===== config.mk =====
export PLATFORM = sky130hd
export DESIGN_NAME = render_sequencer_flat
export DESIGN_NICKNAME = d
export VERILOG_FILES = /design/src/rtl/sga_render_pkg.sv /design/src/rtl/render_sequencer_if.sv /design/src/rtl/xy_decoder.sv /design/src/rtl/render_sequencer.sv /design/src/flat_wrapper.sv
export SDC_FILE = /design/constraint.sdc
export NUM_CORES = 1
export LEC_CHECK = 0
export ABC_AREA = 1
export CAP_MARGIN = 20
export CORE_MARGIN = 3
export CORE_UTILIZATION = 30
export CTS_BUF_LIST = sky130_fd_sc_hd__clkbuf_4
export DETAILED_ROUTE_END_ITERATION = 10
export PLACE_DENSITY = 0.55
export SETUP_SLACK_MARGIN = 0.4
export SYNTH_ARGS = -nofsm -noshare
export SYNTH_HDL_FRONTEND = slang
export SYNTH_HIERARCHICAL = 1
export SYNTH_SLANG_ARGS = --single-unit
export TNS_END_PERCENT = 1

===== constraint.sdc =====
create_clock -name clock -period 2.95 [get_ports clock]
set_input_delay 0.4425 -clock clock [delete_from_list [all_inputs] [get_ports clock]]
set_output_delay 0.4425 -clock clock [all_outputs]
set_load 0.02 [all_outputs]

===== src/rtl/sga_render_pkg.sv =====
// Shared constants, state encoding and coordinate helpers for the render sequencer.
package sga_render_pkg;

  localparam int unsigned GRID_W  = 6;
  localparam int unsigned GRID_H  = 6;
  localparam int unsigned COORD_W = 3;
  localparam int unsigned IDX_W   = 4;
  localparam int unsigned LEDS_W  = GRID_W * GRID_H;
  localparam int unsigned BIT_W   = $clog2(LEDS_W);

  typedef enum logic [2:0] {
    S_IDLE   = 3'd0,
    S_CLEAR  = 3'd1,
    S_SCAN   = 3'd2,
    S_DRAIN  = 3'd3,
    S_APPLE  = 3'd4,
    S_COMMIT = 3'd5
  } state_e;

  typedef struct packed {
    logic [COORD_W-1:0] x;
    logic [COORD_W-1:0] y;
  } coord_t;

  // Row-major LED index; only meaningful for in-range coordinates.
  function automatic logic [BIT_W-1:0] xy_to_bit(input logic [COORD_W-1:0] x,
                                                 input logic [COORD_W-1:0] y);
    return BIT_W'(y) * BIT_W'(GRID_W) + BIT_W'(x);
  endfunction

endpackage


===== src/rtl/render_sequencer_if.sv =====
// Request, body-RAM and LED-frame signals between game FSM, RAM and the render sequencer.
interface render_sequencer_if;
  import sga_render_pkg::*;

  logic               render_req;
  logic [IDX_W-1:0]   size;
  logic [COORD_W-1:0] appleX;
  logic [COORD_W-1:0] appleY;
  logic               mem_rd;
  logic [IDX_W-1:0]   mem_addr;
  logic [COORD_W-1:0] mem_x;
  logic [COORD_W-1:0] mem_y;
  logic               busy;
  logic               done;
  logic [LEDS_W-1:0]  leds;
  logic               self_hit;

  modport master (
    output render_req, size, appleX, appleY, mem_x, mem_y,
    input  mem_rd, mem_addr, busy, done, leds, self_hit
  );

  modport slave (
    input  render_req, size, appleX, appleY, mem_x, mem_y,
    output mem_rd, mem_addr, busy, done, leds, self_hit
  );

endinterface


===== src/rtl/xy_decoder.sv =====
// Combinational coordinate decoder: one-hot LED mask plus in-range flag.
module xy_decoder
  import sga_render_pkg::*;
(
  input  coord_t            xy_i,
  output logic [LEDS_W-1:0] mask_c,
  output logic              in_range_c
);

  always_comb begin
    in_range_c = (32'(xy_i.x) < GRID_W) && (32'(xy_i.y) < GRID_H);
    mask_c     = '0;
    if (in_range_c) mask_c = LEDS_W'(1) << xy_to_bit(xy_i.x, xy_i.y);
  end

endmodule


===== src/rtl/render_sequencer.sv =====
// Render sequencer: scans body RAM into a scratch frame, adds the apple, commits to leds.
// Optional macro BLINK_APPLE_EN draws the apple only on alternate frames.
module render_sequencer
  import sga_render_pkg::*;
(
  input  logic              clock,
  input  logic              restart,
  render_sequencer_if.slave bus
);

  state_e            state_q, state_d;
  logic [IDX_W-1:0]  idx_q, idx_d;
  logic [IDX_W-1:0]  size_q, size_d;
  logic              pending_q, pending_d;
  logic [LEDS_W-1:0] scratch_q, scratch_d;
  logic [LEDS_W-1:0] leds_q, leds_d;
  logic              hit_q, hit_d;
  logic              self_hit_q, self_hit_d;
  coord_t            head_q, head_d;
  logic              head_ok_q, head_ok_d;
  logic              done_q, done_d;
  logic              busy_q, busy_d;
  logic              mem_rd_q, mem_rd_d;
  logic              rd_v_q, rd_first_q;

  coord_t            seg_c, apple_c;
  logic [LEDS_W-1:0] seg_mask_c, apple_mask_c;
  logic              seg_in_c, apple_in_c, apple_en_c;

  assign seg_c   = '{x: bus.mem_x,  y: bus.mem_y};
  assign apple_c = '{x: bus.appleX, y: bus.appleY};

  xy_decoder u_seg_dec (
    .xy_i       (seg_c),
    .mask_c     (seg_mask_c),
    .in_range_c (seg_in_c)
  );

  xy_decoder u_apple_dec (
    .xy_i       (apple_c),
    .mask_c     (apple_mask_c),
    .in_range_c (apple_in_c)
  );

`ifdef BLINK_APPLE_EN
  logic phase_q;
  always_ff @(posedge clock or posedge restart) begin
    if (restart)                    phase_q <= 1'b1;
    else if (state_q == S_COMMIT)   phase_q <= ~phase_q;
  end
  assign apple_en_c = phase_q;
`else
  assign apple_en_c = 1'b1;
`endif

  // State and datapath registers.
  always_ff @(posedge clock or posedge restart) begin
    if (restart) begin
      state_q    <= S_IDLE;
      idx_q      <= '0;
      size_q     <= '0;
      pending_q  <= 1'b0;
      scratch_q  <= '0;
      leds_q     <= '0;
      hit_q      <= 1'b0;
      self_hit_q <= 1'b0;
      head_q     <= '0;
      head_ok_q  <= 1'b0;
      done_q     <= 1'b0;
      busy_q     <= 1'b0;
      mem_rd_q   <= 1'b0;
      rd_v_q     <= 1'b0;
      rd_first_q <= 1'b0;
    end else begin
      state_q    <= state_d;
      idx_q      <= idx_d;
      size_q     <= size_d;
      pending_q  <= pending_d;
      scratch_q  <= scratch_d;
      leds_q     <= leds_d;
      hit_q      <= hit_d;
      self_hit_q <= self_hit_d;
      head_q     <= head_d;
      head_ok_q  <= head_ok_d;
      done_q     <= done_d;
      busy_q     <= busy_d;
      mem_rd_q   <= mem_rd_d;
      rd_v_q     <= mem_rd_q;
      rd_first_q <= mem_rd_q && (idx_q == '0);
    end
  end

  // Next-state logic.
  always_comb begin
    state_d = state_q;
    case (state_q)
      S_IDLE:   if (bus.render_req || pending_q) state_d = S_CLEAR;
      S_CLEAR:  state_d = (bus.size == '0) ? S_APPLE : S_SCAN;
      S_SCAN:   if (idx_q == size_q - IDX_W'(1)) state_d = S_DRAIN;
      S_DRAIN:  state_d = S_APPLE;
      S_APPLE:  state_d = S_COMMIT;
      S_COMMIT: state_d = S_IDLE;
      default:  state_d = S_IDLE;
    endcase
  end

  // Output and datapath next values.
  always_comb begin
    idx_d      = idx_q;
    size_d     = size_q;
    pending_d  = pending_q;
    scratch_d  = scratch_q;
    leds_d     = leds_q;
    hit_d      = hit_q;
    self_hit_d = self_hit_q;
    head_d     = head_q;
    head_ok_d  = head_ok_q;
    done_d     = 1'b0;
    busy_d     = (state_d != S_IDLE);
    mem_rd_d   = (state_d == S_SCAN);

    // Idle either launches the pending frame or has nothing pending; busy requests collapse.
    if (state_q == S_IDLE)  pending_d = 1'b0;
    else if (bus.render_req) pending_d = 1'b1;

    // Returning segment: the first one is the head, later ones are compared against it.
    if (rd_v_q) begin
      if (seg_in_c) scratch_d = scratch_q | seg_mask_c;
      if (rd_first_q) begin
        head_d    = seg_c;
        head_ok_d = seg_in_c;
      end else if (seg_in_c && head_ok_q && (seg_c == head_q)) begin
        hit_d = 1'b1;
      end
    end

    case (state_q)
      S_CLEAR: begin
        scratch_d = '0;
        hit_d     = 1'b0;
        head_ok_d = 1'b0;
        idx_d     = '0;
        size_d    = bus.size;
      end
      S_SCAN: begin
        if (state_d == S_SCAN) idx_d = idx_q + IDX_W'(1);
      end
      S_APPLE: begin
        if (apple_in_c && apple_en_c) scratch_d = scratch_q | apple_mask_c;
      end
      S_COMMIT: begin
        leds_d     = scratch_q;
        self_hit_d = hit_q;
        done_d     = 1'b1;
      end
      default: ;
    endcase
  end

  assign bus.mem_rd   = mem_rd_q;
  assign bus.mem_addr = idx_q;
  assign bus.busy     = busy_q;
  assign bus.done     = done_q;
  assign bus.leds     = leds_q;
  assign bus.self_hit = self_hit_q;

endmodule

===== src/flat_wrapper.sv =====
// flat-port wrapper written by rule: the top's interface ports become plain ports
module render_sequencer_flat import sga_render_pkg::*;
  (clock, restart, bus_render_req, bus_size, bus_appleX, bus_appleY, bus_mem_x, bus_mem_y, bus_mem_rd, bus_mem_addr, bus_busy, bus_done, bus_leds, bus_self_hit);
  render_sequencer_if bus_i ();
  input  logic clock;
  input  logic restart;
  input wire logic [$bits(bus_i.render_req)-1:0] bus_render_req;
  input wire logic [$bits(bus_i.size)-1:0] bus_size;
  input wire logic [$bits(bus_i.appleX)-1:0] bus_appleX;
  input wire logic [$bits(bus_i.appleY)-1:0] bus_appleY;
  input wire logic [$bits(bus_i.mem_x)-1:0] bus_mem_x;
  input wire logic [$bits(bus_i.mem_y)-1:0] bus_mem_y;
  output wire logic [$bits(bus_i.mem_rd)-1:0] bus_mem_rd;
  output wire logic [$bits(bus_i.mem_addr)-1:0] bus_mem_addr;
  output wire logic [$bits(bus_i.busy)-1:0] bus_busy;
  output wire logic [$bits(bus_i.done)-1:0] bus_done;
  output wire logic [$bits(bus_i.leds)-1:0] bus_leds;
  output wire logic [$bits(bus_i.self_hit)-1:0] bus_self_hit;
  assign bus_i.render_req = bus_render_req;
  assign bus_i.size = bus_size;
  assign bus_i.appleX = bus_appleX;
  assign bus_i.appleY = bus_appleY;
  assign bus_i.mem_x = bus_mem_x;
  assign bus_i.mem_y = bus_mem_y;
  assign bus_mem_rd = bus_i.mem_rd;
  assign bus_mem_addr = bus_i.mem_addr;
  assign bus_busy = bus_i.busy;
  assign bus_done = bus_i.done;
  assign bus_leds = bus_i.leds;
  assign bus_self_hit = bus_i.self_hit;
  render_sequencer u_core (.clock(clock), .restart(restart), .bus(bus_i));
endmodule

# [Word level (Yosys, flattened, before mapping)]
# Index checks and enable logic that the tools add are counted.
[op_classes] reduce_logical=19 n_eq_ne=10 shift=2 n_lt_le_gt_ge=4 mul=2 add_sub_neg=4 n_bitwise=2 muxes=22
[op_table] op="two-way mux 36 bit" count=5
[op_table] op="bitwise OR 36 bit" count=2
[op_table] op="case mux 36 bit (2 select lines)" count=1
[op_table] op="left shift 1 x 6 -> 36 bit, first input constant" count=2
[op_table] op="case mux 3 bit (5 select lines)" count=1
[op_table] op="adder 6 x 3 -> 6 bit" count=2
[op_table] op="less-than comparator 3 bit, second input constant" count=4
[op_table] op="multiplier 3 x 2 -> 5 bit, second input constant" count=2
[op_table] op="two-way mux 1 bit" count=10
[op_table] op="nonzero test 2 bit" count=5
[op_table] op="== test 3 x 2 -> 1 bit, second input constant" count=3
[op_table] op="two-way mux 3 bit" count=3
[op_table] op="zero test 4 bit" count=2
[op_table] op="case mux 4 bit (2 select lines)" count=1
[op_table] op="== test 3 bit, second input constant" count=2
[op_table] op="== test 6 bit" count=1
[op_table] op="AND reduction 2 bit" count=3
[op_table] op="logical AND 1 bit" count=5
[op_table] op="adder 4 x 1 -> 4 bit, second input constant" count=1
[op_table] op="== test 4 bit" count=1
[op_table] op="two-way mux 4 bit" count=1
[op_table] op="subtractor 4 x 1 -> 4 bit, second input constant" count=1
[op_table] op="== test 3 x 1 -> 1 bit, second input constant" count=1
[op_table] op="zero test 3 bit" count=1
[op_table] op="other kinds (5)" count=5
[totals] wordCells=81 output_inout_bits=44 regBits=98 in_bits=19

# [Longest topological paths before layout]
# Gate-level depths: netlist (run 1).
[logic_depth] word_depth=9 ltp_mapped=14 depth_no_buf=13

# [Cells and area by module]
# Netlist (run 1), hierarchy kept.
[by_module_without_submodules] module="render_sequencer" cells_each=586 instances=1 area_each_um2=4840.9 seq_area_each_um2=2452.4
[by_module_without_submodules] module="xy_decoder" cells_each=135 instances=2 area_each_um2=683.2 seq_area_each_um2=0.0

# [Worst setup path before layout (run 1)]
# OpenSTA, ideal clock, no wires.
[synth_path] path_kind="input -> register" start="input port bus_mem_y[0]" end="register u_core.scratch_q[17]" t_required_ns=2.855 setup_slack_ns=0.715 setup_ns=0.095 path_stages=12 path_buffers=1 t_arrival_ns=2.140 path_cell_list="ha_1 inv_1 fa_1 buf_6 nand3_1 nor2_4 nand2_1 nor2_1 nand3_1 nand2_1 nor2_1 o31ai_1"
[synth_via] elab_chain_len=9 elab_cells_between_ends=11 cone_classes="1 x add/sub; 1 x mul; 1 x order compare; 1 x shift; 5 x mux; 1 x bitwise; 1 x reduce/logical"
[synth_lines] element="start, declared" line_no="flat_wrapper.sv:12" text="input wire logic [$bits(bus_i.mem_y)-1:0] bus_mem_y;"
[synth_lines] element="multiplier 3 x 2 -> 5 bit" line_no="sga_render_pkg.sv:28" text="return BIT_W'(y) * BIT_W'(GRID_W) + BIT_W'(x);"
[synth_lines] element="adder 6 x 3 -> 6 bit" line_no="sga_render_pkg.sv:28"
[synth_lines] element="left shift 1 x 6 -> 36 bit" line_no="xy_decoder.sv:13" text="if (in_range_c) mask_c = LEDS_W'(1) << xy_to_bit(xy_i.x, xy_i.y);"
[synth_lines] element="two-way mux 36 bit *" line_no="xy_decoder.sv:13"
[synth_lines] element="named net u_core.seg_mask_c[17]" line_no="render_sequencer.sv:27" text="logic [LEDS_W-1:0] seg_mask_c, apple_mask_c;"
[synth_lines] element="bitwise OR 36 bit *" line_no="render_sequencer.sv:128" text="if (seg_in_c) scratch_d = scratch_q | seg_mask_c;"
[synth_lines] element="two-way mux 36 bit *" line_no="render_sequencer.sv:128"
[synth_lines] element="two-way mux 36 bit *" line_no="render_sequencer.sv:127" text="if (rd_v_q) begin"
[synth_lines] element="two-way mux 36 bit" line_no="render_sequencer.sv:149" text="if (apple_in_c && apple_en_c) scratch_d = scratch_q | apple_mask_c;"
[synth_lines] element="case mux 36 bit (2 select lines) *" line_no="render_sequencer.sv:137" text="case (state_q)"
[synth_lines] element="named net u_core.scratch_d[17]" line_no="render_sequencer.sv:15" text="logic [LEDS_W-1:0] scratch_q, scratch_d;"
[synth_lines] element="end signal, assigned" line_no="render_sequencer.sv:79" text="scratch_q <= scratch_d;"
[synth_lines] element="end, declared" line_no="render_sequencer.sv:15"
# Mark *: on every way through the listed nets, which the timed path passes. The rest lies on a longest branch.
# A chain may end at the register's enable or synchronous reset.

# [Worst setup path in the final report (run 1)]
[layout_path] start="input port bus_mem_x[1]" end="register u_core.scratch_q[19]"
[layout_via] elab_chain_len=8 elab_cells_between_ends=10 cone_classes="1 x add/sub; 1 x order compare; 1 x shift; 5 x mux; 1 x bitwise; 1 x reduce/logical"
[layout_lines] element="start, declared" line_no="flat_wrapper.sv:11" text="input wire logic [$bits(bus_i.mem_x)-1:0] bus_mem_x;"
[layout_lines] element="adder 6 x 3 -> 6 bit or less-than comparator 3 bit (tied branches)" line_no="sga_render_pkg.sv:28, xy_decoder.sv:11"
[layout_lines] element="left shift 1 x 6 -> 36 bit or logical AND 1 bit (tied branches)" line_no="xy_decoder.sv:13, xy_decoder.sv:11"
[layout_lines] element="two-way mux 36 bit *" line_no="xy_decoder.sv:13"
[layout_lines] element="named net u_core.seg_mask_c[19]" line_no="render_sequencer.sv:27"
[layout_lines] element="bitwise OR 36 bit *" line_no="render_sequencer.sv:128"
[layout_lines] element="two-way mux 36 bit *" line_no="render_sequencer.sv:128"
[layout_lines] element="two-way mux 36 bit *" line_no="render_sequencer.sv:127"
[layout_lines] element="two-way mux 36 bit" line_no="render_sequencer.sv:149"
[layout_lines] element="case mux 36 bit (2 select lines) *" line_no="render_sequencer.sv:137"
[layout_lines] element="named net u_core.scratch_d[19]" line_no="render_sequencer.sv:15"
# Marked as above.

==> reports/qor.csv, run 1 <==
metric,value,unit
fin_cells,1188,
drtAntennaViolNets,0,
drive_gt1_share,9.88,%
ys_seq_area_share,39.5,%
rows,51,
avgSynthCellArea,7.25,um^2
core-area,0.0199,mm^2
worstPathCellList,"clkdlybuf4s50_1, ha_1, inv_1, fa_2, nand3_1, nor2_1, nand2_1, nor2_1, nand3_1, nand2_1, nor2_1, o31ai_1",
final_hold_viol_count,0,
finalCriticalPeriod,2.44,ns
clock_skew,0.0276,ns
overflow,0,
grt_antenna_before_repair,2,
end_kind,register,
numCtsBuffers,9,
critical-path-slowest-cell,fa_2,
clkTransAtPathRegs,0.16,ns
synth_warnings,6,
place_ws,-0.110,ns
criticalPathCategory,in -> reg,
route.detailed.wl_per_inst,14.1,um
netlist_instances,856,
drcViolationCount,0,
grt_max_degree,99,
rsz0062_at_grt,true,
final_common_cell,nand2_1,
final_cell_mix,"nand2_1 (184), nor2_1 (136), nand3_1 (116)",
io_pins,63,
cts_tree,done,
synth-seq-cells,98,
nets,953,
r2r_slack,1.01,ns
worst-path-max-fanout,9,
report.final.slew_viol_count,0,
setup_slack,0.514,ns
die_y,150,um
start_util,31.2,%
cts.sinks,98,
grt_pass1_wl,27700,um
slew_headroom,40.7,%
via_per_inst,4.75,
async_flop_share,100,%
arrival,2.83,ns
multi_input_area,0.00312,mm^2
placed_cells,1170,
vias,5642,
grt_pass1_vias,5213,
slowest_delay,0.65,ns
clk-insertion-delay-late,0.49,ns
ys_types,36,
io_buffers,62,
hold_path_class,in -> reg,
max_freq,410,MHz
setup_viol,0,
syn-num-nets,892,
wirelength,16800,um
cts_buffer_depth,2,
synth_area,0.00621,mm^2
crit_required,3.34,ns
track_usage,15.3,%
drtPass1Iterations,5,
synth_edf_count,0,
worstSetupStartpointType,input port,
die_area,0.0225,mm^2
dp_hpwl,11900,um
cts_hold_buf,0,
maxCapViolCount,0,
gp_congestion,0.851,
finalCritPeriodShare,82.6,%
tightest_slew,0.888,ns
cts-root-buf,clkbuf_4,
leakage,0.00344,uW
seq_area,0.00245,mm^2
synth_ff_type,dfrtp_1,
die_w,150,um
powerDensity,825,mW/mm^2
vdd_drop_max,0.317,mV
status,finished clean,
syn2layout_area_growth,18.5,%
htreeDepth,3,
crit_path_frequent_cell,nor2_1,
drtIter0Drc,438,
nFillCells,2119,
-- state kept, by name, summed over array words and instances (netlist names) --
register	count
u_core/state_q	3
u_core/hit_q	1
u_core/bus.mem_addr	4
u_core/bus.done	1
u_core/head_q	6
u_core/bus.leds	36
u_core/bus.busy	1
u_core/rd_v_q	1
u_core/head_ok_q	1
u_core/bus.mem_rd	1
u_core/pending_q	1
u_core/bus.self_hit	1
u_core/rd_first_q	1
u_core/size_q	4
u_core/scratch_q	36
-- worst paths after layout --
path	from	endpoint	cells after the start
setup / recovery	bus_mem_x[1]	u_core/scratch_q[19]$_DFF_PP0_	12
hold / removal	bus_mem_y[0]	u_core/head_q[0]$_DFFE_PP0P_	3
setup reg to reg	u_core/state_q[0]$_DFF_PP0_	u_core/head_ok_q$_DFFE_PP0P_	6
hold reg to reg	u_core/bus.mem_rd$_DFF_PP0_	u_core/rd_v_q$_DFF_PP0_	0
max in group asynchronous	restart	u_core/scratch_q[33]$_DFF_PP0_	3
min in group asynchronous	restart	u_core/head_q[4]$_DFFE_PP0P_	3
-- worst max-delay path, delay by kind of cell --
family,cells,cell delay (ns)
adders and majority gates,2,0.85
AOI/OAI and AO/OA,1,0.22
and+or+nand+nor,7,0.74
buffers and inverters,2,0.58
-- kinds of logic after synthesis --
kind of cell               Yosys count  synth area share [%]
and+or+nand+nor                    503                  35.9
buffers and inverters              142                  10.4
DFF                                 98                  39.5
AOI/OAI and AO/OA                   84                  8.49
adders and majority gates           17                  3.91
xor gates and xnor gates             8                  1.13
muxes                                4                 0.726
-- synthesized netlist by cell type, drive strengths merged, types with 5 or more instances --
library cell  instances  share of area (%)
ha                   13                2.6
xor2                  5               0.71
nor3                 41                3.5
nor2                146                9.8
nand3               118                9.7
dfrtp                98                 40
o31ai                37                4.6
clkbuf                9               0.56
o21ai                42                3.4
nand2               194                 12
buf                  38                4.1
inv                  94                5.7
-- through the flow --
step | area (um^2) | util [%] | hold slack, ns | power, uW | setup TNS [ns]
after detailed placement | 7180 | 36.1 | 0.431 | 5320 | -2.18
after global routing | 7350 | 36.9 | 0.351 | 6590 | 0
after global placement | 7180 | 36.1 | 0.422 | 5280 | -1.41
final | 7350 | 36.9 | 0.329 | 6060 | 0
after floorplan | 6210 | - | 0.450 | 4300 | 0
after CTS | 7330 | 36.8 | 0.424 | 6120 | 0
-- what timing repair did --
action,CTS,global route
setup endpoints to repair,0,36
buffers inserted,0,1
resized for setup,0,7
-- report_power, final --
group	internal [uW]	switching (uW)
Sequential	1880	340
Clock	267	518
Combinational	1190	1860
Total	3340	2720
-- layer usage --
metal	wire, um	GRT usage [%]
met5	0	0
met1	8610	23.3
met4	245	4.39
met3	741	2.70
met2	7180	22.2
-- area by class of cell --
class	count	area share, %
clock buffer	9	0.919
inverter	95	4.90
sequential	98	33.4
antenna	2	0.0681
tap	265	4.51
timing repair buffer	97	12.8
multi-input combinational	616	42.4
clock inverter	6	1.04
No activity file was read; power rests on OpenSTA's default activity.
==> inputs of run 2 (changes only) <==
==> constraint.sdc (replaced) <==
create_clock -name clock -period 2 [get_ports clock]
set_input_delay 0.3 -clock clock [delete_from_list [all_inputs] [get_ports clock]]
set_output_delay 0.3 -clock clock [all_outputs]
set_load 0.02 [all_outputs]
==> run 2 against run 1 <==
  * Non-clock buffer count rose by 31
  * Core utilization rose by 4.2 points
  * Critical path depth did not move
  * Cell count rose by 2.7%
  * Power rose by 56%
  * Die area did not move
  * First-iteration DRC count fell by 14%
  * Critical path type unchanged
==> reports/qor.csv, run 2 (synthesized netlist as in run 1, its figures left out) <==
metric,value,unit,change
rows,51,,unchanged
drtAntennaViolNets,0,,unchanged
maxCapViolCount,0,,unchanged
drtIter0Drc,377,,-14%
numCtsBuffers,9,,unchanged
leakage,0.00374,uW,+8.6%
wirelength,17700,um,+5.7%
r2r_start,u_core/state_q[1]$_DFF_PP0_,,
overflow,0,,unchanged
vdd_drop_max,0.572,mV,+80%
vias,5830,,+3.3%
gp_congestion,0.899,,+5.7%
track_usage,16.1,%,+0.79 points
io_buffers,62,,unchanged
r2r_slack,0.32,ns,-0.69 ns
final_cell_mix,"nand2_1 (168), nor2_1 (111), dfrtp_1 (96)",,
start_util,31.2,%,unchanged
finalCriticalPeriod,1.93,ns,
grt_pass1_vias,5638,,+8.2%
hold_path_class,in -> async,,
status,finished clean,,
slew_headroom,52.0,%,+11 points
clock_skew,0.0114,ns,-0.0162 ns
tightest_slew,0.720,ns,-0.168 ns
powerDensity,1160,mW/mm^2,+40%
syn2layout_area_growth,31.8,%,
place_area,0.00741,mm^2,+3.2%
reg2reg_depth,5,,-1
cts_hold_buf,0,,unchanged
drtPass1Iterations,5,,unchanged
drive_gt1_share,22.1,%,+12 points
final_hold_viol_count,0,,unchanged
arrival,2.30,ns,-0.53 ns
cts_buffer_depth,2,,unchanged
die_y,150,um,unchanged
dp_hpwl,12400,um,+3.7%
grt_antenna_before_repair,1,,-1
nFillCells,2063,,-2.6%
setup_viol,0,,unchanged
cts.sinks,98,,unchanged
total_power,9470,uW,+56%
report.final.slew_viol_count,0,,unchanged
via_per_inst,4.78,,+0.62%
htreeDepth,3,,unchanged
end_kind,register,,
cts_tree,done,,
grt_max_degree,73,,-26%
clk-insertion-delay-late,0.47,ns,-0.02 ns
clkTransAtPathRegs,0.16,ns,about the same
finalCritPeriodShare,96.5,%,
die_w,150,um,unchanged
grt_pass1_wl,29000,um,+4.9%
core-area,0.0199,mm^2,unchanged
route.detailed.wl_per_inst,14.5,um,+2.9%
nets,985,,+3.4%
crit_required,2.37,ns,-0.97 ns
worst-path-max-fanout,8,,-1
rsz0062_at_grt,true,,
criticalPathCategory,in -> reg,,
r2r_end,u_core/scratch_q[18]$_DFF_PP0_,,
io_pins,63,,unchanged
final_common_cell,nand2_1,,
fin_area,0.00818,mm^2,+11%
drcViolationCount,0,,unchanged
worstSetupStartpointType,input port,,
cts-root-buf,clkbuf_4,,
die_area,0.0225,mm^2,unchanged
max_freq,518,MHz,
## run 2: changes by cell type in the layout (fill, tap and decap cells not counted), sizes merged, moves of 2 or more
cell	before	now
buf	35	68
clkdlybuf4s50	59	47
dlygate4sd2	0	9
clkbuf	9	12
dlymetal6s2s	3	0
clkdlybuf4s15	0	2
## run 2: worst max-delay path, stage by stage
cell and delay (ns):
buf_8 0.11, ha_4 0.26, inv_2 0.03, fa_2 0.56, buf_6 0.19, nor2_4 0.14
nand3_2 0.11, nor2_2 0.10, nand3_1 0.10, nand2_1 0.10, nor2_1 0.05, o31ai_1 0.24
## run 2: area by class of cell
cell class                      instances  area, um^2  share of cell area [%]
Tap cell                              265         332                    4.05
Antenna cell                            1        2.50                  0.0306
Clock buffer                           10        75.1                   0.917
Multi-Input combinational cell        617        3540                    43.3
Clock inverter                          6        90.1                    1.10
Inverter                               95         360                    4.40
Sequential cell                        98        2450                    30.0
Timing Repair Buffer                  128        1330                    16.2
## run 2: metal layers
metal	wire [um]	global-route usage, %	part of all wire (%)	vias to the layer above
li1	-	-	-	2950
met1	8550	23.2	48	2742
met2	8000	24.9	45	119
met3	869	2.91	4.9	19
met4	320	4.44	1.8	0
met5	0	0	0	-
## run 2: how the worst max path moves through the flow
stage | cells after the start | startpoint | to
2_1_floorplan | 12 | bus_mem_y[0] | u_core/scratch_q[17]$_DFF_PP0_
3_3_place_gp | 12 | bus_mem_y[0] | u_core/scratch_q[26]$_DFF_PP0_
3_5_place_dp | 12 | bus_mem_y[0] | u_core/scratch_q[26]$_DFF_PP0_
4_1_cts | 1 | u_core/bus.leds[31]$_DFFE_PP0P_ | bus_leds[31]
5_1_grt | 10 | bus_appleY[1] | u_core/scratch_q[25]$_DFF_PP0_
6_report | 12 | bus_mem_y[0] | u_core/scratch_q[31]$_DFF_PP0_
## run 2: power breakdown
group | internal, uW | switching [uW]
Clock | 526 | 720
Combinational | 2000 | 2940
Sequential | 2780 | 504
Total | 5310 | 4160
## run 2: per-stage QoR
stage | cells | worst slack [ns] | hold WS (ns) | setup TNS (ns) | util (%)
floorplan | 856 | -0.0929 | 0.417 | -1.61 | -
global placement | 1189 | -0.896 | 0.418 | -29.32 | 37.2
detailed placement | 1189 | -0.927 | 0.420 | -30.78 | 37.2
CTS | 1215 | 0.146 | 0.0949 | 0 | 39.9
global route | 1220 | 0.00220 | 0.122 | 0 | 41.1
finish | 1220 | 0.0702 | 0.129 | 0 | 41.1
## run 2: timing repair
action	4_1_cts	5_1_grt
cloned	1	3
endpoints found under the setup margin	85	114
setup buffers	9	1
gates resized for setup	107	46
pin swaps	52	33
==> inputs of run 3 (changes only) <==
--- a/config.mk
+++ b/config.mk
@@ -11,8 +11,10 @@
 export CORE_UTILIZATION = 30
 export CTS_BUF_LIST = sky130_fd_sc_hd__clkbuf_4
 export DETAILED_ROUTE_END_ITERATION = 10
-export PLACE_DENSITY = 0.55
+export GPL_TIMING_DRIVEN = 1
+export PLACE_DENSITY_LB_ADDON = 0.05
 export SETUP_SLACK_MARGIN = 0.4
+export SLEW_MARGIN = 30
 export SYNTH_ARGS = -nofsm -noshare
 export SYNTH_HDL_FRONTEND = slang
 export SYNTH_HIERARCHICAL = 1
==> run 3 against run 2 <==
  * Critical path depth down 2
  * Final area rose by 2.7%
  * Die area unchanged
  * First-iteration DRC count grew 15%
  * Routed wire length rose by 9.0%
  * Sequential share of layout area down 0.79 points
  * Critical endpoint is now u_core/scratch_q[24]$_DFF_PP0_
  * Clock power shrank 6%
  * Flip-flop and latch count did not move
  * Global-route usage grew 1.1 points
  * Power up 2.0%
  * Combinational power is 5.5% higher
  * Clock-buffer cell count is the same
==> reports/qor.csv, run 3 (synthesized netlist as in run 1, its figures left out) <==
metric,value,unit,change
setup_viol,0,,unchanged
route.detailed.wl_per_inst,15.7,um,+8.2%
syn2layout_area_growth,35.4,%,
drtPass1Iterations,4,,-1
slowest_delay,0.62,ns,+0.06 ns
clk-insertion-delay-late,0.49,ns,+0.02 ns
final_common_cell,nand2_1,,
rows,51,,unchanged
nets,994,,+0.91%
crit_required,2.39,ns,+0.02 ns
placed_cells,1185,,-0.34%
powerDensity,1150,mW/mm^2,-0.71%
io_buffers,62,,unchanged
io_pins,63,,unchanged
leakage,0.00382,uW,+2.2%
status,finished clean,,
start_util,31.2,%,unchanged
die_area,0.0225,mm^2,unchanged
clkTransAtPathRegs,0.18,ns,+0.02 ns
grt_pass1_wl,30800,um,+6.2%
grt_max_degree,73,,unchanged
finalCriticalPeriod,1.94,ns,+0.0125 ns
finalSetupTns,0,ns,unchanged
criticalPathCategory,in -> reg,,
cts-root-buf,clkbuf_4,,
dp_hpwl,12800,um,+3.3%
worstSetupStartpointType,input port,,
report.final.slew_viol_count,0,,unchanged
final_hold_viol_count,0,,unchanged
cts.sinks,98,,unchanged
fin_cells,1229,,+0.74%
crit_path_frequent_cell,nor2_1,,
arrival,2.34,ns,+0.04 ns
gp_congestion,0.809,,-10%
via_per_inst,4.88,,+2.1%
max_freq,515,MHz,-0.64%
drtIter0Drc,432,,+15%
slew_headroom,72.2,%,+20 points
cp_top_family,buffers and inverters,,
drtAntennaViolNets,0,,unchanged
vdd_drop_max,0.569,mV,-0.46%
htreeDepth,3,,unchanged
finalCritPeriodShare,97.1,%,+0.63 points
drive_gt1_share,24.9,%,+2.8 points
final_cell_mix,"nand2_1 (158), nor2_1 (99), dfrtp_1 (96)",,
numCtsBuffers,9,,unchanged
worst-path-buf-inv,4,,+1
worst-path-max-fanout,5,,-3
drcViolationCount,0,,unchanged
grt_antenna_before_repair,1,,unchanged
wirelength,19300,um,+9.0%
end_kind,register,,
track_usage,17.2,%,+1.1 points
die_w,150,um,unchanged
grt_pass1_vias,5800,,+2.9%
total_power,9660,uW,+2.0%
maxCapViolCount,0,,unchanged
tightest_slew,0.417,ns,-0.303 ns
rsz0062_at_grt,true,,
cts_buffer_depth,2,,unchanged
overflow,0,,unchanged
hold_path_class,in -> reg,,
critical-path-slowest-cell,fa_2,,
clock_skew,0.0256,ns,+0.0141 ns
vias,5994,,+2.8%
worstPathCellList,"clkdlybuf4s50_1, inv_2, fa_2, buf_6, inv_1, nor2_1, nand3_1, nor2_1, nor3_1, o31ai_1",,
die_y,150,um,unchanged
cts_tree,done,,
core-area,0.0199,mm^2,unchanged
==> run 3: cell types whose count changed in the layout (fill, tap and decap cells not counted), moves of 4 or more <==
cell,change
nand2_1,-10
nand3_2,+5
nand2_2,+6
nor2_1,-12
nand3_4,-4
nor2_4,+10
==> run 3: final cells by class <==
class,instances,area (um^2)
sequential,98,2450
fill,2087,11500
antenna,1,2.50
clock buffer,10,75.1
clock inverter,6,63.8
timing repair buffer,137,1470
multi-input combinational,617,3640
inverter,95,363
tap,265,332
==> run 3: path summary, 6_finish.rpt <==
| kind | from | to | slack (ns) | cells after the start |
|---|---|---|---|---|
| setup / recovery | bus_appleX[2] | u_core/scratch_q[24]$_DFF_PP0_ | 0.06 | 10 |
| hold / removal | bus_mem_y[0] | u_core/head_q[0]$_DFFE_PP0P_ | 0.10 | 3 |
| setup reg to reg | u_core/size_q[0]$_DFFE_PP0P_ | u_core/bus.mem_addr[1]$_DFFE_PP0P_ | 0.34 | 12 |
| hold reg to reg | u_core/bus.mem_rd$_DFF_PP0_ | u_core/rd_v_q$_DFF_PP0_ | 0.44 | 0 |
| max in group asynchronous | restart | u_core/bus.mem_addr[2]$_DFFE_PP0P_ | 0.80 | 4 |
| min in group asynchronous | restart | u_core/bus.leds[35]$_DFFE_PP0P_ | 0.57 | 3 |
==> run 3: through the flow <==
stage | hold slack [ns] | area, um^2 | setup WS [ns] | utilization (%)
2_1_floorplan | 0.417 | 6210 | -0.0929 | -
3_3_place_gp | 0.420 | 7390 | -0.921 | 37.1
3_5_place_dp | 0.417 | 7390 | -0.931 | 37.1
4_1_cts | 0.0695 | 8100 | 0.132 | 40.7
5_1_grt | 0.0806 | 8410 | 0.0291 | 42.2
6_report | 0.101 | 8410 | 0.0577 | 42.2
==> run 3: worst register-to-register path: stages, from the launching register on <==
cell,delay [ns]
dfrtp_1,0.41
inv_1,0.11
ha_1,0.28
inv_1,0.07
nand2_1,0.04
nand2_1,0.07
nand3_1,0.09
nor2_2,0.14
nand2_2,0.08
nand4_4,0.10
nand2_2,0.07
nand2_1,0.07
nand2_1,0.05
==> run 3: routing by layer <==
layer,vias up,GRT usage [%],share of wire (%)
met5,-,0,0
met4,0,3.61,1.2
met3,16,3.54,3.9
met2,116,27.5,47
met1,2895,24.2,48
li1,2967,-,-
==> run 3: repair_timing <==
action | CTS | global route
hold buffers | 1 | 0
setup buffers | 15 | 4
setup endpoints to repair | 84 | 117
pin swaps | 67 | 56
gates cloned | 4 | 3
hold endpoints to repair | 2 | 0
resized for setup | 127 | 65
==> run 3: power by group <==
| part | total, uW | switching, uW | internal, uW | leakage [uW] |
|---|---|---|---|---|
| clock | 1170 | 769 | 399 | 0.0000748 |
| combinational | 5210 | 3060 | 2160 | 0.00244 |
| sequential | 3280 | 499 | 2780 | 0.00131 |
| total | 9660 | 4320 | 5330 | 0.00382 |
